**config.mk**
```make
export PLATFORM = sky130hd
export DESIGN_NAME = subtractor_serial
export DESIGN_NICKNAME = d
export VERILOG_FILES = /design/src/rtl/sub_pkg.sv /design/src/rtl/sub_digit.sv /design/src/rtl/subtractor_serial.sv
export SDC_FILE = /design/constraint.sdc
export NUM_CORES = 1
export LEC_CHECK = 0
export BUFFER_PORTS_ARGS = -buffer_cell sky130_fd_sc_hd__buf_2
export CAP_MARGIN = 20
export CORE_UTILIZATION = 30
export CTS_CLUSTER_DIAMETER = 200
export DETAILED_ROUTE_END_ITERATION = 8
export HOLD_SLACK_MARGIN = 0.05
export PLACE_DENSITY_LB_ADDON = 0.2
export SYNTH_ARGS = -nofsm -noshare
export SYNTH_HDL_FRONTEND = slang
export SYNTH_SLANG_ARGS = --single-unit
```
**constraint.sdc**
```tcl
create_clock -name clk -period 2.8 [get_ports clk]
set_clock_uncertainty 0.05 [all_clocks]
set_input_delay 0.84 -clock clk [delete_from_list [all_inputs] [get_ports clk]]
set_output_delay 0.84 -clock clk [all_outputs]
set_load 0.03 [all_outputs]
```
**src/rtl/sub_pkg.sv**
```systemverilog
// Shared types and elaboration helpers for the digit-serial subtractor.
// Holds the FSM state encoding and the parameter sanity checks used by the top.
package sub_pkg;

    typedef enum logic [1:0] {
        IDLE = 2'd0,
        CALC = 2'd1,
        DONE = 2'd2
    } sub_state_e;

    // Operand width must split into a whole number of non-empty digits.
    function automatic bit digit_ok(input int width, input int digit);
        return (digit > 0) && (width >= digit) && ((width % digit) == 0);
    endfunction

    function automatic int cnt_width(input int ndig);
        return (ndig > 1) ? $clog2(ndig) : 1;
    endfunction

endpackage

```
**src/rtl/sub_digit.sv**
```systemverilog
// Combinational DIGIT-bit subtract slice: {bout, d} = a_d - b_d - bin.
// The extra top bit of the widened difference is the borrow out of this digit.
module sub_digit #(
    parameter int DIGIT = 4
) (
    input  logic [DIGIT-1:0] a_d,
    input  logic [DIGIT-1:0] b_d,
    input  logic             bin,
    output logic [DIGIT-1:0] d,
    output logic             bout
);

    logic [DIGIT:0] wide;

    assign wide = {1'b0, a_d} - {1'b0, b_d} - {{DIGIT{1'b0}}, bin};
    assign d    = wide[DIGIT-1:0];
    assign bout = wide[DIGIT];

endmodule

```
**src/rtl/subtractor_serial.sv**
```systemverilog
// Digit-serial subtractor: a - b computed DIGIT bits per clock, LSB digit first,
// with the borrow chained through a register and a valid/ready handshake on both sides.
module subtractor_serial
    import sub_pkg::*;
#(
    parameter int WIDTH = 8,
    parameter int DIGIT = 4
) (
    input  logic             clk,
    input  logic             rst_n,
    input  logic             in_valid,
    output logic             in_ready,
    input  logic [WIDTH-1:0] a,
    input  logic [WIDTH-1:0] b,
    input  logic             sat_en,
    output logic             out_valid,
    input  logic             out_ready,
    output logic [WIDTH-1:0] diff,
    output logic             borrow,
    output logic             overflow,
    output logic             busy
);

    localparam int NDIG  = WIDTH / DIGIT;
    localparam int CNT_W = cnt_width(NDIG);
    localparam logic [CNT_W-1:0] LAST = CNT_W'(NDIG - 1);

    if (!digit_ok(WIDTH, DIGIT)) begin : g_bad_digit
        $error("subtractor_serial: WIDTH must be a non-zero multiple of DIGIT");
    end

    sub_state_e       state_q, state_d;
    logic [CNT_W-1:0] cnt_q, cnt_d;
    logic             bq_q, bq_d;
    logic [WIDTH-1:0] diff_q, diff_d;
    logic             borrow_q, borrow_d;
    logic             ovf_q, ovf_d;

    logic [WIDTH-1:0] a_q, b_q, res_q, res_d, raw;
    logic             sat_q;

    logic [DIGIT-1:0] a_dig, b_dig, d_dig;
    logic             bout;
    logic             accept, last;

    assign accept = in_valid && (state_q == IDLE);
    assign last   = (state_q == CALC) && (cnt_q == LAST);

    // One shared slice, fed by a digit mux over the captured operands.
    assign a_dig = a_q[cnt_q * DIGIT +: DIGIT];
    assign b_dig = b_q[cnt_q * DIGIT +: DIGIT];

    sub_digit #(
        .DIGIT(DIGIT)
    ) u_digit (
        .a_d (a_dig),
        .b_d (b_dig),
        .bin (bq_q),
        .d   (d_dig),
        .bout(bout)
    );

    always_ff @(posedge clk or negedge rst_n) begin
        if (!rst_n) begin
            state_q <= IDLE;
        end else begin
            state_q <= state_d;
        end
    end

    always_comb begin
        state_d = state_q;
        case (state_q)
            IDLE:    if (in_valid) state_d = CALC;
            CALC:    if (last) state_d = DONE;
            DONE:    if (out_ready) state_d = IDLE;
            default: state_d = IDLE;
        endcase
    end

    always_comb begin
        in_ready  = (state_q == IDLE);
        out_valid = (state_q == DONE);
        busy      = (state_q == CALC) || (state_q == DONE);
    end

    always_comb begin
        cnt_d    = cnt_q;
        bq_d     = bq_q;
        res_d    = res_q;
        diff_d   = diff_q;
        borrow_d = borrow_q;
        ovf_d    = ovf_q;
        raw      = res_q;
        raw[cnt_q * DIGIT +: DIGIT] = d_dig;
        if (accept) begin
            cnt_d = '0;
            bq_d  = 1'b0;
        end else if (state_q == CALC) begin
            cnt_d = cnt_q + 1'b1;
            bq_d  = bout;
            res_d = raw;
            // Published outputs only change on the CALC -> DONE step.
            if (last) begin
                borrow_d = bout;
                ovf_d    = (a_q[WIDTH-1] != b_q[WIDTH-1]) && (raw[WIDTH-1] != a_q[WIDTH-1]);
                diff_d   = (sat_q && bout) ? '0 : raw;
            end
        end
    end

    always_ff @(posedge clk or negedge rst_n) begin
        if (!rst_n) begin
            cnt_q    <= '0;
            bq_q     <= 1'b0;
            diff_q   <= '0;
            borrow_q <= 1'b0;
            ovf_q    <= 1'b0;
        end else begin
            cnt_q    <= cnt_d;
            bq_q     <= bq_d;
            diff_q   <= diff_d;
            borrow_q <= borrow_d;
            ovf_q    <= ovf_d;
        end
    end

    // Operand and partial-result storage carries no reset; it is always rewritten before use.
    always_ff @(posedge clk) begin
        if (accept) begin
            a_q   <= a;
            b_q   <= b;
            sat_q <= sat_en;
        end
        res_q <= res_d;
    end

    assign diff     = diff_q;
    assign borrow   = borrow_q;
    assign overflow = ovf_q;

endmodule

```
==> results.cfg <==
[logic_synthesis]
synth_fp_nets = 169
yosysTopAreaCell = edfxtp_1
synth-compound-area-share = 0.0859
yosysWarnings = 0
synth.area.mux_share = 0.0738
avgSynthCellArea_sq_um = 12.7
synth-simple-area-share = 0.105
syn_area_sq_um = 1760
synth_xor_area_frac = 0.0149
synthAdderAreaFrac = 0.0724
synth_seq_cells = 38
synth_top_area_frac = 0.409
synth_area_leaders = edfxtp_1, dfrtp_1, mux2_2
synth_top_family_by_area = simple AND/OR/NAND/NOR gates
ys_seq_area_frac = 0.608
synth_cells = 139
synth.distinct_cells = 34

[layout]
final_cells = 249
utilization = 0.377
final_area_sq_um = 2100
drive_gt1_frac = 0.316
nets = 206
area_delta_synth_final_pct = 19.2
antennaDiodeCount = 0

[worst_setup_path]
r2r-start = cnt_q
path_buf_inv = 1
crit_path_cell_trace = mux2_2, fa_1, inv_1, fa_1, and3b_2, a2bb2oi_2, nor2b_4, o31ai_2
reg2reg_slack_ns = 0.27
path_common_cell = fa_1
rr_worst_depth = 8
critPathLaunchType = flop
cp_max_fo = 11
end_kind = flop
arrival_ns = 2.67
crit_slowest_cell = dfrtp_2
crit_path_max_incr_delay_ns = 0.52
critical-path-top-delay-family = adder cells
reg2reg_to = diff[7]
worstPathRequired_ns = 2.94
path_class = flop to flop

[routing]
wl_per_cell_um = 13.0
vias = 1128
drc = 0
viasPerCell = 4.53
wl_um = 3250
drtIter0Drc = 52
drtPass1Iterations = 4
ant_nets = 0

[global_route]
grt_use_total = 0.120
first_global_vias = 1213
grt_overflow_total = 0
grt_antenna_before_repair = 0
grt_max_degree = 20
grt_pass1_wl_um = 5580

[placement]
hpwlAfterDp_um = 2480
dp_slack_ns = 0.0422
place_inst = 241
portBuffers = 33
place.gp.congestion = 0.873
dpl-instance-area_sq_um = 2000

[timing]
max_slew_margin = 0.520
tightest_slew_ns = 0.719
fin_crit_ns = 2.53
setup_violations = 0
whs_ns = 0.400
final_hold_viol_count = 0
slew_viol_final = 0
fmax_mhz = 396
rsz0062_at_grt = no
fin_crit_sh = 0.903
fin_setup_tns_ns = 0
setup_ws_ns = 0.273

[floorplan]
initial_utilization = 0.316
rows = 27
die_w_um = 78.7
io_pins = 34
core_area_sq_um = 5570
die_height_um = 78.7
die_area_sq_um = 6190

[cts]
cts_buffer_depth = 2
clk_latency_ns = 0.28
clock_sinks = 38
cts_tree = yes
cts_buffers = 5
ctsHoldBuffers = 0
cts_resized = 0
postCtsSetupBuffers = 0
clk_pin_slew_ns = 0.07
htreeDepth = 2
cts-root-buf = clkbuf_8

[status]
outcome = completed

[min_path]
min_path_type = primary input to async pin

[power_and_ir_drop]
power.leakage_nw = 0.903
ir_drop_v = 0.000380
p_per_area_nw_per_um2 = 1240
p_total_mw = 2.61

[job]
cap_violations = 0
routing by layer:
layer	routed length, um	track usage
met1	1480	0.140
met2	1580	0.206
met3	158	0.0384
met4	25	0.0389
met5	0	0
synth_stat cells:
master	count
edfxtp_1	24
o211ai_1	1
xnor2_1	2
clkbuf_2	1
inv_1	11
fa_1	2
buf_4	2
o31a_1	1
a21oi_1	3
a222oi_1	1
nand3_1	1
mux2i_1	4
and2_1	1
nor2_1	4
nor3_1	1
o21ai_0	13
a211oi_1	1
nor2b_2	1
and2b_2	1
ha_1	7
nand2_1	22
and3b_2	1
o31ai_2	1
nand3b_1	1
mux2_2	8
nor2b_1	1
xor2_1	1
a21bo_1	1
a2bb2oi_2	1
nand4bb_1	1
dfrtp_1	14
and3_1	1
nand2b_1	2
buf_2	2
state kept, by name, summed over array words and instances (netlist names):
name,flops
borrow,1
overflow,1
b_q,8
bq_q,1
state_q,2
sat_q,1
cnt_q,1
diff,8
a_q,8
res_q,7
worst max path at each step:
| stage | from | to | depth (start not counted) |
|---|---|---|---|
| final | cnt_q | diff[7] | 8 |
| after global routing | cnt_q | diff[2] | 8 |
| after CTS | cnt_q | diff[5] | 8 |
| after detailed placement | cnt_q | diff[5] | 8 |
| after global placement | cnt_q | diff[1] | 8 |
| after floorplan | cnt_q | diff[7] | 8 |
layout make-up:
cell class,count,area [sq um]
fillers,555,3470
well taps,72,90.1
clock inverters,1,5.00
repair buffers,35,180
multi-input cells,85,626
clock buffers,7,86.3
flip-flops and latches,38,1070
inverters,11,41.3
kinds of logic after synthesis:
logic type                 count (synthesis)
and+or+nand+nor                           38
adders and majority gates                  9
DFF                                       38
xor gates and xnor gates                   3
AOI/OAI and AO/OA                         23
buffers and inverters                     16
muxes                                     12
power breakdown:
| part | switching, mW | internal, mW | total [mW] |
|---|---|---|---|
| Clock | 0.183 | 0.199 | 0.382 |
| Combinational | 0.776 | 0.499 | 1.27 |
| Sequential | 0.0985 | 0.858 | 0.957 |
cell usage in the layout (no fill, tap or decap):
master     synthesis  layout
a211oi_1           1       1
a21bo_1            1       1
a21oi_1            3       3
a222oi_1           1       1
a2bb2oi_2          1       1
and2_1             1       1
and2b_2            1       1
and3_1             1       1
and3b_2            1       1
buf_2              2      33
buf_4              2       2
clkbuf_1           0       1
clkbuf_8           0       6
clkinv_2           0       1
dfrtp_1           14      13
dfrtp_2            0       1
edfxtp_1          24      24
fa_1               2       2
ha_1               7       7
inv_1             11      11
mux2_2             8       8
mux2i_1            4       4
nand2_1           22      22
nand2b_1           2       2
nand3_1            1       1
nand3b_1           1       1
nand4bb_1          1       1
nor2_1             4       4
nor2b_1            1       1
nor2b_4            0       1
nor3_1             1       1
o211ai_1           1       1
o21ai_0           13      13
o31a_1             1       1
o31ai_2            1       1
xnor2_1            2       2
xor2_1             1       1
Power figures use the tool's default switching activity.
